<file path="src/rtl/rotate_step_sequencer_16bit.sv">
// rtl/rotate_step_sequencer_16bit.sv - pattern/amount sequencer feeding the 16-bit rotate stages (optional BOUNCE_EN ping-pong sweep)
module rotate_step_sequencer_16bit #(
    parameter int TICK_DIV = 5_000_000,
    parameter int N_PASS   = 4
) (
    input  logic        clk,
    input  logic        reset,
    input  logic        load,
    input  logic [15:0] pat_in,
    input  logic        start,
    input  logic        stop,
    input  logic        dir_in,
    output logic [15:0] a,
    output logic [3:0]  amt,
    output logic        dir,
    output logic        busy,
    output logic        done_tick,
    output logic [7:0]  pass_cnt
);

    localparam int PW = (TICK_DIV > 1) ? $clog2(TICK_DIV) : 1;
    localparam logic [PW-1:0] PS_LAST = PW'(TICK_DIV - 1);

    typedef enum logic [1:0] {
        S_IDLE,
        S_RUN,
        S_PAUSE,
        S_DONE
    } state_t;

    state_t        state;
    logic [PW-1:0] prescaler;
    logic [7:0]    pass_next;
    logic          pass_hit;

    // Saturating revolution count and the programmed-end test for the wrap step.
    assign pass_next = (pass_cnt == 8'hFF) ? 8'hFF : pass_cnt + 8'd1;
    assign pass_hit  = (N_PASS != 0) && ({24'd0, pass_next} == N_PASS);

    // Control FSM; every output is a register updated here.
    always_ff @(posedge clk) begin
        if (reset) begin
            state     <= S_IDLE;
            prescaler <= '0;
            a         <= 16'd0;
            amt       <= 4'd0;
            dir       <= 1'b0;
            busy      <= 1'b0;
            done_tick <= 1'b0;
            pass_cnt  <= 8'd0;
        end else begin
            done_tick <= 1'b0;
            case (state)
                S_RUN: begin
                    if (stop) begin
                        state <= S_PAUSE;
                    end else if (prescaler == PS_LAST) begin
                        prescaler <= '0;
                        amt       <= amt + 4'd1;
                        if (amt == 4'd15) begin
                            pass_cnt <= pass_next;
`ifdef BOUNCE_EN
                            dir <= ~dir;
`endif
                            if (pass_hit) begin
                                state     <= S_DONE;
                                done_tick <= 1'b1;
                                busy      <= 1'b0;
                                amt       <= 4'd0;
                            end
                        end
                    end else begin
                        prescaler <= prescaler + 1'b1;
                    end
                end
                S_PAUSE: begin
                    if (stop) begin
                        state <= S_IDLE;
                        busy  <= 1'b0;
                        amt   <= 4'd0;
                    end else if (start) begin
                        state <= S_RUN;
                    end
                end
                default: begin
                    // IDLE and DONE behave alike; a same-cycle load feeds the new run.
                    if (load) begin
                        a   <= pat_in;
                        amt <= 4'd0;
                    end
                    if (start) begin
                        state     <= S_RUN;
                        busy      <= 1'b1;
                        dir       <= dir_in;
                        prescaler <= '0;
                        pass_cnt  <= 8'd0;
                        amt       <= 4'd0;
                    end
                end
            endcase
        end
    end

endmodule

</file>
<file path="config.mk">
export PLATFORM = sky130hd
export DESIGN_NAME = rotate_step_sequencer_16bit
export DESIGN_NICKNAME = d
export VERILOG_FILES = /design/src/rtl/rotate_step_sequencer_16bit.sv
export SDC_FILE = /design/constraint.sdc
export NUM_CORES = 1
export LEC_CHECK = 0
export ABC_AREA = 1
export BUFFER_PORTS_ARGS = -buffer_cell sky130_fd_sc_hd__buf_2
export CORE_MARGIN = 4
export CORE_UTILIZATION = 34
export CTS_BUF_LIST = sky130_fd_sc_hd__clkbuf_8
export DETAILED_ROUTE_END_ITERATION = 7
export PLACE_DENSITY = 0.61
export SYNTH_ARGS = -nofsm -noshare
export SYNTH_HDL_FRONTEND = slang
export SYNTH_SLANG_ARGS = --single-unit
</file>
<file path="constraint.sdc">
create_clock -name clk -period 1.55 [get_ports clk]
set_input_delay 0.31 -clock clk [delete_from_list [all_inputs] [get_ports clk]]
set_output_delay 0.31 -clock clk [all_outputs]
set_load 0.005 [all_outputs]
</file>
==> summary.md, run 1 <==
| Metric | Value |
|---|---|
| Outcome | `complete, but fails checks` |
| Violated checks | `setup timing` |
| DRC Markers | `0` |
| Final std cells w/o fill | `694` |
| Clock Path Buffers | `2` |
| ANT nets after route | `0` |
| Ranking of synthesized cells by area | `dfxtp_1 (37%), nand2_1 (12%), nor2_1 (11%), inv_1 (6.3%), nand3_1 (5.9%)` |
| Worst Setup SP | `state[0]$_SDFFE_PP0P_` |
| RR Endpoint | `prescaler[11]$_SDFFE_PP0P_` |
| Worst reg-to-reg setup slack | `-130 ps` |
| Final setup violating endpoints | `22` |
| Initial core utilization | `35.1%` |
| Worst Path Arrival | `about 1900 ps` |
| Fin util | `51.5%` |
| Hold WS | `228 ps` |
| Min Tclk post-route | `1680 ps` |
| Number of fill cells | `820` |
| Pint | `around 3.4 mW` |
| CP Depth | `12` |
| Initial antenna violation count | `0` |
| # placed instances | `670` |
| Total of max-cap violations | `0` |
| Rel. slew slack | `79.3%` |
| Sw Pwr | `2.44 mW` |
| Yosys top cell by area | `dfxtp_1` |
| CP bufs+invs | `2` |
| Worst R2R Start | `state[0]$_SDFFE_PP0P_` |
| Type of the worst setup path | `reg2reg` |
| Max Fclk | `0.597 GHz` |
| 1st-iter DRT viols | `176` |
| Setup WS post-layout | `-126 ps` |
| # clock sinks | `56` |
| Post-DP HPWL | `6.20 mm` |
| Comb power frac | `51.8%` |
| Core Region | `8720 um2` |
| Vias in the first global route | `3,080` |
| Crit path to | `prescaler[11]$_SDFFE_PP0P_` |
| Critical-path cell list | `inv_1, ha_4, inv_2, nand3_4, nor2_4, nand3_4, nor2_4, nand2_4, nor2_1, nand2_1, nand2_1, nor2_1` |
| Hold bufs inserted after CTS | `0` |
| Hold Path Class | `in2reg` |
| Net Sw Frac | `41.5%` |
| Top-Level Pins | `53` |
| Post-synth ARST share | `0%` |
| CP Data Required Time | `1790 ps` |
| Top FF cell, synth | `dfxtp_1` |
| Total wire length | `8.69 mm` |
| Library cells used by synthesis | `37` |
| CTS tree | `yes` |
| Final period utilization | `108%` |
| Register area share after synthesis | `36.6%` |
| Worst path top cell family by delay | `simple AND/OR/NAND/NOR gates` |
| Final hold vios | `0` |
| PwrDens | `1300 nW/um2` |
| Drt first pass iters | `4` |
| Layout Skew | `11.5 ps` |
| CTS H-tree lvls | `2` |
| Most frequent cells in the layout | `nor2_1 (84), nand2_1 (77), buf_4 (67)` |
| Most common cell after layout, fill and taps aside | `nor2_1` |
| Cell Area, Synth | `3060 um2` |
| Clock transition at path regs | `around 120 ps` |
| Pin count of the biggest net entering global routing | `22` |
| FF+latch count, synth | `between 50 and 60` |
| Vias per std cell | `4.85` |
| Total Routing Usage GR | `16.0%` |
| Slowest-stage cell, CP | `dfxtp_4` |
| Share of cells above drive strength 1 | `41.5%` |
| Die outline height | `103 um` |
| Mapped Cells | `462` |
| Critical Path End Type | `register` |
| Placer Congestion | `0.895` |
| Clk root buf | `clkbuf_8` |
| Crit path max fanout | `4` |
| GRT overflow | `0` |
| Antenna fix cells | `0` |
| Reg2Reg Depth | `12` |
| Worst-skew pair later-pin latency | `320 ps` |
| Startpoint Class | `register` |
| Width of the die | `103 um` |
| Post-synth EDFFs | `0` |
| Yosys Warn Count | `0` |
| CP peak stage delay | `380 ps` |
| Routed WL per cell | `between 10 and 15 um` |
| CTS Buf Count | `5` |
| Clock share of power | `about 15%` |
| First-pass GRT wire length | `13.8 mm` |
| Peak supply drop | `0.000727 V` |
| Worst-margin pin slew | `between 300 and 400 ps` |
| Total Nets Final | `approximately 610` |
| Register Area | `1140 um2` |
| Top-area cell type share of the netlist area | `36.6%` |
| Port bufs | `52` |
| Synth Net Count | `489` |
| Pleak | `roughly 2.0 nW` |
| Multi-input gate area | `2050 um2` |
| Sequential power share | `33.1%` |
| Mean area per synthesized cell | `6.62 um2` |
| RSZ-0062 raised after global routing | `yes` |
| Max Slew Vio Count | `0` |
| Row count | `34` |
| DIE AREA | `10,600 um2` |
| Area growth from synthesis to layout | `47.0%` |
| Via Count | `3,366` |
power groups by stage:
| stage | clock network [mW] | registers, mW | logic (mW) |
|---|---|---|---|
| 6_report | 0.888 | 1.94 | 3.04 |
| 5_1_grt | 0.961 | 1.98 | 3.35 |
| 3_3_place_gp | 0 | 1.90 | 2.31 |
| 2_1_floorplan | 0 | 1.94 | 1.31 |
| 4_1_cts | 0.916 | 1.90 | 2.54 |
| 3_5_place_dp | 0 | 1.90 | 2.34 |
how the worst min path moves through the flow:
stage                  startpoint                        to  slack (ps)  cells after the start
2_1_floorplan               reset  pass_cnt[0]$_SDFFE_PP0P_         370                      1
3_3_place_gp   a[14]$_SDFFE_PP0P_        a[14]$_SDFFE_PP0P_         460                      2
5_1_grt                    dir_in          dir$_SDFFE_PP0P_         220                      3
3_5_place_dp     dir$_SDFFE_PP0P_          dir$_SDFFE_PP0P_         470                      2
4_1_cts                 pat_in[2]         a[2]$_SDFFE_PP0P_         220                      3
6_report                pat_in[2]         a[2]$_SDFFE_PP0P_         230                      3
cells in the mapped netlist, types with 2 or more instances:
cell type	number
ha_1	5
o21a_1	3
clkbuf_1	4
nand2_2	8
o21bai_1	2
a21oi_1	29
o21ai_1	2
nor2_1	93
nand4_1	6
dfxtp_1	56
or2_2	2
buf_6	3
nor2_4	2
inv_1	51
nand3_2	4
nor2_2	4
o21ai_0	25
nand3_1	36
nand2_1	94
xor2_1	4
nor3_1	11
inv_2	3
logic make-up (layout without fill, tap and decap cells):
family | count (synthesis) | count (layout) | share of synthesized area, %
buffers and inverters | 64 | 188 | 8.79
and+or+nand+nor | 265 | 265 | 39.0
AOI/OAI and AO/OA | 67 | 67 | 12.1
adders and majority gates | 5 | 5 | 2.04
DFF | 56 | 56 | 36.6
xor gates and xnor gates | 5 | 5 | 1.43
through the flow:
step | cell area (um2) | power (mW) | setup TNS (ps) | setup WS, ps
floorplan | 3080 | 3.25 | -61.9 | -61.9
global placement | 3840 | 4.21 | -1440 | -122
detailed placement | 3840 | 4.25 | -2240 | -141
CTS | 4130 | 5.36 | -554 | -86.6
global route | 4500 | 6.29 | -4050 | -217
finish | 4500 | 5.87 | -1190 | -126
sequential cells by signal, indices dropped and copies added (netlist names):
name,count
prescaler,23
done_tick,1
amt,4
pass_cnt,8
busy,1
dir,1
state,2
a,16
repair_timing:
item	4_1_cts	5_1_grt
pin swaps	24	26
buffers inserted	7	10
resized for setup	33	85
endpoints found under the setup margin	51	52
gates cloned	0	0
layer usage:
metal | vias up | global-route usage, % | wire length (um)
li1 | 1725 | - | -
met1 | 1563 | 21.8 | 3950
met2 | 68 | 26.5 | 4300
met3 | 10 | 2.71 | 352
met4 | 0 | 3.88 | 89
met5 | - | 0 | 0
worst reg2reg max path, cell delays in order, from the launching register on:
cell and delay, ps:
dfxtp_4 380, inv_1 90, ha_4 190, inv_2 60, nand3_4 150, nor2_4 180
nand3_4 100, nor2_4 120, nand2_4 90, nor2_1 90, nand2_1 50, nand2_1 60
nor2_1 30
area by class of cell:
| type | instances | area share [%] |
|---|---|---|
| clock inverter | 3 | 0.640 |
| sequential | 56 | 25.4 |
| tap | 108 | 3.01 |
| inverter | 54 | 4.93 |
| multi-input combinational | 342 | 45.7 |
| clock buffer | 5 | 1.53 |
| timing repair buffer | 126 | 18.8 |
No activity file was read; power rests on OpenSTA's default activity.
==> inputs of run 2 (changes only) <==
- CORE_UTILIZATION: 34 -> 30
- CTS_BUF_LIST: sky130_fd_sc_hd__clkbuf_8 -> sky130_fd_sc_hd__clkbuf_4
- PLACE_DENSITY: 0.61 -> 0.56
==> run 2 against run 1 <==
Net effect: sequential cell count unchanged; design area grew 4.9%; die area rose by 12%; worst hold slack got worse by 84 ps; register-to-register slack barely moved; highest routed layer unchanged; the flow still finishes with violations (setup timing); routed wire length up 8.4%; utilization shrank 3.8 points; via count rose by 2.3%; first-iteration DRC count did not move; count of clock-buffer cells in the layout is the same.
==> summary.md, run 2 (synthesis results as in run 1) <==
| Metric | Value |
|---|---|
| Number of fill cells | `960 (+17%)` |
| Worst-skew pair later-pin latency | `390 ps (+70 ps)` |
| Initial antenna violation count | `0 (unchanged)` |
| Outcome | `complete, but fails checks` |
| 1st-iter DRT viols | `176 (unchanged)` |
| GRT busiest layer | `met2` |
| Die outline height | `109 um (+6.0%)` |
| Core Region | `9860 um2 (+13%)` |
| CTS Buf Count | `5 (unchanged)` |
| Via Count | `3,445 (+2.3%)` |
| Final setup violating endpoints | `16 (-27%)` |
| Port bufs | `52 (unchanged)` |
| CTS H-tree lvls | `2 (unchanged)` |
| Worst Path Arrival | `1970 ps (+60 ps)` |
| Vias per std cell | `4.72 (-2.7%)` |
| RSZ-0062 raised after global routing | `yes` |
| CTS tree | `yes` |
| Setup WS post-layout | `-114 ps (+12.6 ps)` |
| Initial core utilization | `31.0% (-4.1 points)` |
| Met1 Use GR | `18.5% (-3.2 points)` |
| Total wire length | `9.43 mm (+8.4%)` |
| CP Data Required Time | `1860 ps (+70 ps)` |
| Max Fclk | `0.601 GHz (+0.76%)` |
| Clock Path Buffers | `2 (unchanged)` |
| Worst-margin pin slew | `323 ps (+12.2 ps)` |
| M3 GR Usage | `2.49% (-0.22 points)` |
| Design area | `4710 um2 (+4.9%)` |
| PwrDens | `1210 nW/um2 (-7.0%)` |
| Area growth from synthesis to layout | `54.1%` |
| DIE AREA | `11,900 um2 (+12%)` |
| Crit path max fanout | `5 (+1)` |
| Clk root buf | `clkbuf_4` |
| Register Area | `1170 um2 (+2.2%)` |
| Total of max-cap violations | `0 (unchanged)` |
| Max reg flops | `23 (unchanged)` |
| Cell area after placement | `3910 um2 (+1.8%)` |
| Total Routing Usage GR | `14.9% (-1.1 points)` |
| Drt first pass iters | `4 (unchanged)` |
| Placer Congestion | `0.877 (-2.0%)` |
| Top-Level Pins | `53 (unchanged)` |
| Pin count of the biggest net entering global routing | `21 (-4.5%)` |
| Fin util | `47.8% (-3.8 points)` |
| DRC Markers | `0 (unchanged)` |
| Rel. slew slack | `78.4% (-0.82 points)` |
| Max Slew Vio Count | `0 (unchanged)` |
| Vias in the first global route | `3,195 (+3.7%)` |
| Min Tclk post-route | `1660 ps (-12.6 ps)` |
| Type of the worst setup path | `reg2reg` |
| ANT nets after route | `0 (unchanged)` |
| Row count | `36 (+5.9%)` |
| Critical Path End Type | `register` |
| Final hold vios | `0 (unchanged)` |
| Total Nets Final | `623 (+1.8%)` |
| First-pass GRT wire length | `14.5 mm (+4.9%)` |
| Peak supply drop | `0.000637 V (-12%)` |
| Hold Path Class | `in2reg` |
| Pleak | `2.16 nW (+7.9%)` |
| Largest Register | `prescaler` |
| Met2 GRT Util | `26.7% (+0.20 points)` |
| Layout Skew | `12.9 ps (+1.47 ps)` |
| Clock transition at path regs | `170 ps (+50 ps)` |
| Most common cell after layout, fill and taps aside | `buf_4` |
| GRT overflow | `0 (unchanged)` |
| Routed WL per cell | `12.9 um (+3.1%)` |
| Total power | `5.72 mW (-2.4%)` |
| # clock sinks | `56 (unchanged)` |
| Top Registers | `prescaler: 23 flops, a: 16 flops, pass_cnt: 8 flops` |
| Share of cells above drive strength 1 | `48.1% (+6.6 points)` |
| Most frequent cells in the layout | `buf_4 (74), nor2_1 (73), nand2_1 (71)` |
| Multi-input gate area | `2170 um2 (+5.5%)` |
| Post-DP HPWL | `6.48 mm (+4.6%)` |
| Violated checks | `setup timing` |
| Antenna fix cells | `0 (unchanged)` |
| Final period utilization | `107% (-0.81 points)` |
| Width of the die | `109 um (+6.0%)` |
| Startpoint Class | `register` |
[run 2: through the flow]
step           setup TNS, ps  setup WS [ps]  hold slack (ps)  std cells
2_1_floorplan          -61.9          -61.9              372        462
3_3_place_gp           -1220           -180              459        700
3_5_place_dp           -1320           -135              468        700
4_1_cts                 -508          -75.2              142        720
5_1_grt                -3640           -226              137        730
6_report                -918           -114              145        730
[run 2: cell type report]
type | instances | area share, %
multi-input cells | 342 | 46.0
flip-flops and latches | 56 | 24.7
repair buffers | 137 | 20.0
inverters | 54 | 4.51
well taps | 133 | 3.53
clock buffers | 5 | 0.796
clock inverters | 3 | 0.451
[run 2: final timing paths]
kind | start | end | slack [ps] | cells past startpoint
min | pat_in[5] | a[5]$_SDFFE_PP0P_ | 140 | 3
min reg2reg | dir$_SDFFE_PP0P_ | dir$_SDFFE_PP0P_ | 490 | 2
max reg2reg | prescaler[0]$_SDFFE_PP0P_ | state[1]$_SDFFE_PP0P_ | -110 | 10
max | prescaler[0]$_SDFFE_PP0P_ | state[1]$_SDFFE_PP0P_ | -110 | 10
[run 2: worst max-delay path, cell delays in order, from the launching register on]
cell and delay (ps):
dfxtp_2 390, ha_4 150, nand2_2 60, nor2_1 90, inv_1 70, nor2_4 210, nand3_2 140, nor2_4 160
nand3_4 120, a21oi_1 140, nor2_1 60
[run 2: timing repair]
action	in CTS	in global routing
pin swaps	32	35
resized for setup	43	123
hold buffers	0	0
setup endpoints to repair	28	49
buffers inserted	12	10
[run 2: metal layers]
metal | routed length, um | share of wire (%)
met5 | 0 | 0
met4 | 201 | 2.1
met3 | 305 | 3.2
met2 | 4970 | 53
met1 | 3950 | 42
[run 2: power by group]
part	internal, mW	switching (mW)
Clock	0.181	0.489
Sequential	1.73	0.218
Combinational	1.39	1.72
==> inputs of run 3 (changes only) <==
==> constraint.sdc (replaced) <==
create_clock -name clk -period 1.55 [get_ports clk]
set_input_delay 0.3875 -clock clk [delete_from_list [all_inputs] [get_ports clk]]
set_output_delay 0.3875 -clock clk [all_outputs]
set_load 0.005 [all_outputs]
==> run 3 against run 2 <==
Net effect: sequential share of layout area decreased by 0.095 points; worst setup slack got worse by 65 ps; the run still ends with setup timing left; maximum frequency decreased by 3.8%; clock power increased by 20%; highest routed layer unchanged; combinational power decreased by 3%.
==> summary.md, run 3 (synthesis results as in run 1) <==
| Metric | Value |
|---|---|
| Outcome | `complete, but fails checks` |
| Violated checks | `setup timing` |
| GRT overflow | `0 (unchanged)` |
| Vias per std cell | `4.63 (-2.0%)` |
| Initial core utilization | `31.0% (unchanged)` |
| Largest Register | `prescaler` |
| Layout Skew | `8.40 ps (-4.53 ps)` |
| Rel. slew slack | `76.2% (-2.3 points)` |
| # clock sinks | `56 (unchanged)` |
| Critical-path cell list | `inv_2, ha_4, inv_4, nand2_4, nand3_4, nor2_4, nand3_4, buf_4, o21a_1, a21oi_1, nor2_1` |
| Total Routing Usage GR | `14.8% (-0.065 points)` |
| Setup WS post-layout | `-179 ps (-64.9 ps)` |
| Top Registers | `prescaler: 23 flops, a: 16 flops, pass_cnt: 8 flops` |
| Core Region | `9860 um2 (unchanged)` |
| CTS tree | `yes` |
| Initial antenna violation count | `0 (unchanged)` |
| Peak supply drop | `0.000680 V (+6.8%)` |
| Area growth from synthesis to layout | `53.4%` |
| Type of the worst setup path | `reg2reg` |
| Hold Path Class | `in2reg` |
| Row count | `36 (unchanged)` |
| PwrDens | `1230 nW/um2 (+1.0%)` |
| Max reg flops | `23 (unchanged)` |
| Worst Path Arrival | `2010 ps (+40 ps)` |
| Clk root buf | `clkbuf_4` |
| Max Fclk | `0.578 GHz (-3.8%)` |
| Worst reg-to-reg setup slack | `-180 ps (-60 ps)` |
| Total of max-cap violations | `0 (unchanged)` |
| Most used cell, CP | `nand3_4` |
| Final hold vios | `0 (unchanged)` |
| DIE AREA | `11,900 um2 (unchanged)` |
| Sum Neg Setup Slack | `-879 ps (+39.0 ps)` |
| Port bufs | `52 (unchanged)` |
| Fin util | `47.6% (-0.23 points)` |
| Placer Congestion | `0.880 (+0.30%)` |
| Total Nets Final | `622 (-0.16%)` |
| Post-DP HPWL | `6.44 mm (-0.65%)` |
| Worst Setup SP | `state[1]$_SDFFE_PP0P_` |
| Crit path max fanout | `4 (-1)` |
| Worst-skew pair later-pin latency | `380 ps (about the same)` |
| Vias in the first global route | `3,174 (-0.66%)` |
| Routed WL per cell | `12.4 um (-4.2%)` |
| Die outline height | `109 um (unchanged)` |
| Pin count of the biggest net entering global routing | `20 (-4.8%)` |
| Slowest-stage cell, CP | `dfxtp_2` |
| RR Endpoint | `prescaler[9]$_SDFFE_PP0P_` |
| Via Count | `3,373 (-2.1%)` |
| First-pass GRT wire length | `14.3 mm (-1.3%)` |
| Pleak | `2.18 nW (+0.70%)` |
| Total wire length | `9.02 mm (-4.3%)` |
| CP peak stage delay | `360 ps (-30 ps)` |
| Max Slew Vio Count | `0 (unchanged)` |
| Final period utilization | `112% (+4.2 points)` |
| Most frequent cells in the layout | `nand2_1 (79), nor2_1 (76), buf_4 (72)` |
| Crit path to | `prescaler[9]$_SDFFE_PP0P_` |
| Final setup violating endpoints | `21 (+5)` |
| Reg2Reg Depth | `11 (+1)` |
| Drt first pass iters | `5 (+1)` |
| Startpoint Class | `register` |
| RSZ-0062 raised after global routing | `yes` |
| ANT nets after route | `0 (unchanged)` |
| Worst-margin pin slew | `356 ps (+33.3 ps)` |
| Cell area after placement | `3950 um2 (+0.90%)` |
| Top-Level Pins | `53 (unchanged)` |
| CTS H-tree lvls | `2 (unchanged)` |
| DRC Markers | `0 (unchanged)` |
| 1st-iter DRT viols | `126 (-28%)` |
| Clock transition at path regs | `160 ps (about the same)` |
| Width of the die | `109 um (unchanged)` |
| Share of cells above drive strength 1 | `44.1% (-3.9 points)` |
| Most common cell after layout, fill and taps aside | `nand2_1` |
| CP Data Required Time | `1830 ps (-30 ps)` |
| Clock Path Buffers | `2 (unchanged)` |
| Worst R2R Start | `state[1]$_SDFFE_PP0P_` |
| Number of fill cells | `975 (+1.6%)` |
| Critical Path End Type | `register` |
| Antenna fix cells | `0 (unchanged)` |
| Design area | `4690 um2 (-0.48%)` |
| Min Tclk post-route | `1730 ps (+64.9 ps)` |
| CTS Buf Count | `5 (unchanged)` |
## run 3: metal layers
layer  up-vias  routed length [um]  global-route usage (%)
met3        18                 363                    2.72
met4         0                 140                    3.88
met5         -                   0                       0
met2        78                4780                    26.4
li1       1748                   -                       -
met1      1529                3740                    18.3
## run 3: power by group
group	switching [mW]	total, mW	internal, mW	leakage [nW]
Clock	0.466	0.804	0.338	0.0428
Combinational	1.60	3.03	1.42	1.66
Sequential	0.207	1.92	1.72	0.467
## run 3: metrics by stage
step	power (mW)	setup slack (ps)	cells	hold WS, ps
3_5_place_dp	4.32	-165	703	467
6_report	5.75	-179	729	250
5_1_grt	6.22	-233	729	225
2_1_floorplan	3.25	-61.9	462	449
4_1_cts	5.34	-48.0	719	238
3_3_place_gp	4.29	-152	703	459
## run 3: repair_timing
action,CTS,global route
pin swaps,26,40
setup buffers,8,10
gates resized for setup,54,84
hold buffers,0,0
endpoints found under the hold margin,0,0
setup endpoints to repair,35,39
gates cloned,0,1
## run 3: layout make-up
cell class                      count  area, um2  area share [%]
Clock buffer                        5       37.5           0.800
Clock inverter                      3       42.5           0.907
Tap cell                          133        166            3.55
Inverter                           54        213            4.53
Timing Repair Buffer              136        966            20.6
Multi-Input combinational cell    342       2110            45.0
Sequential cell                    56       1160            24.6
## run 3: worst max-delay path: cells and delay by family (launching register included)
kind,cells,cell delay (ps)
simple gates,5,490
flops,1,360
compound gates,2,320
buf+inv,3,280
fa+ha+maj,1,180
## run 3: worst min path at each step
stage / from / to / slack (ps) / cells after the start
2_1_floorplan: reset / pass_cnt[0]$_SDFFE_PP0P_ / 450 / 1
5_1_grt: pat_in[3] / a[3]$_SDFFE_PP0P_ / 230 / 3
6_report: pat_in[15] / a[15]$_SDFFE_PP0P_ / 250 / 3
3_5_place_dp: a[11]$_SDFFE_PP0P_ / a[11]$_SDFFE_PP0P_ / 470 / 2
3_3_place_gp: a[11]$_SDFFE_PP0P_ / a[11]$_SDFFE_PP0P_ / 460 / 2
4_1_cts: pat_in[7] / a[7]$_SDFFE_PP0P_ / 240 / 3
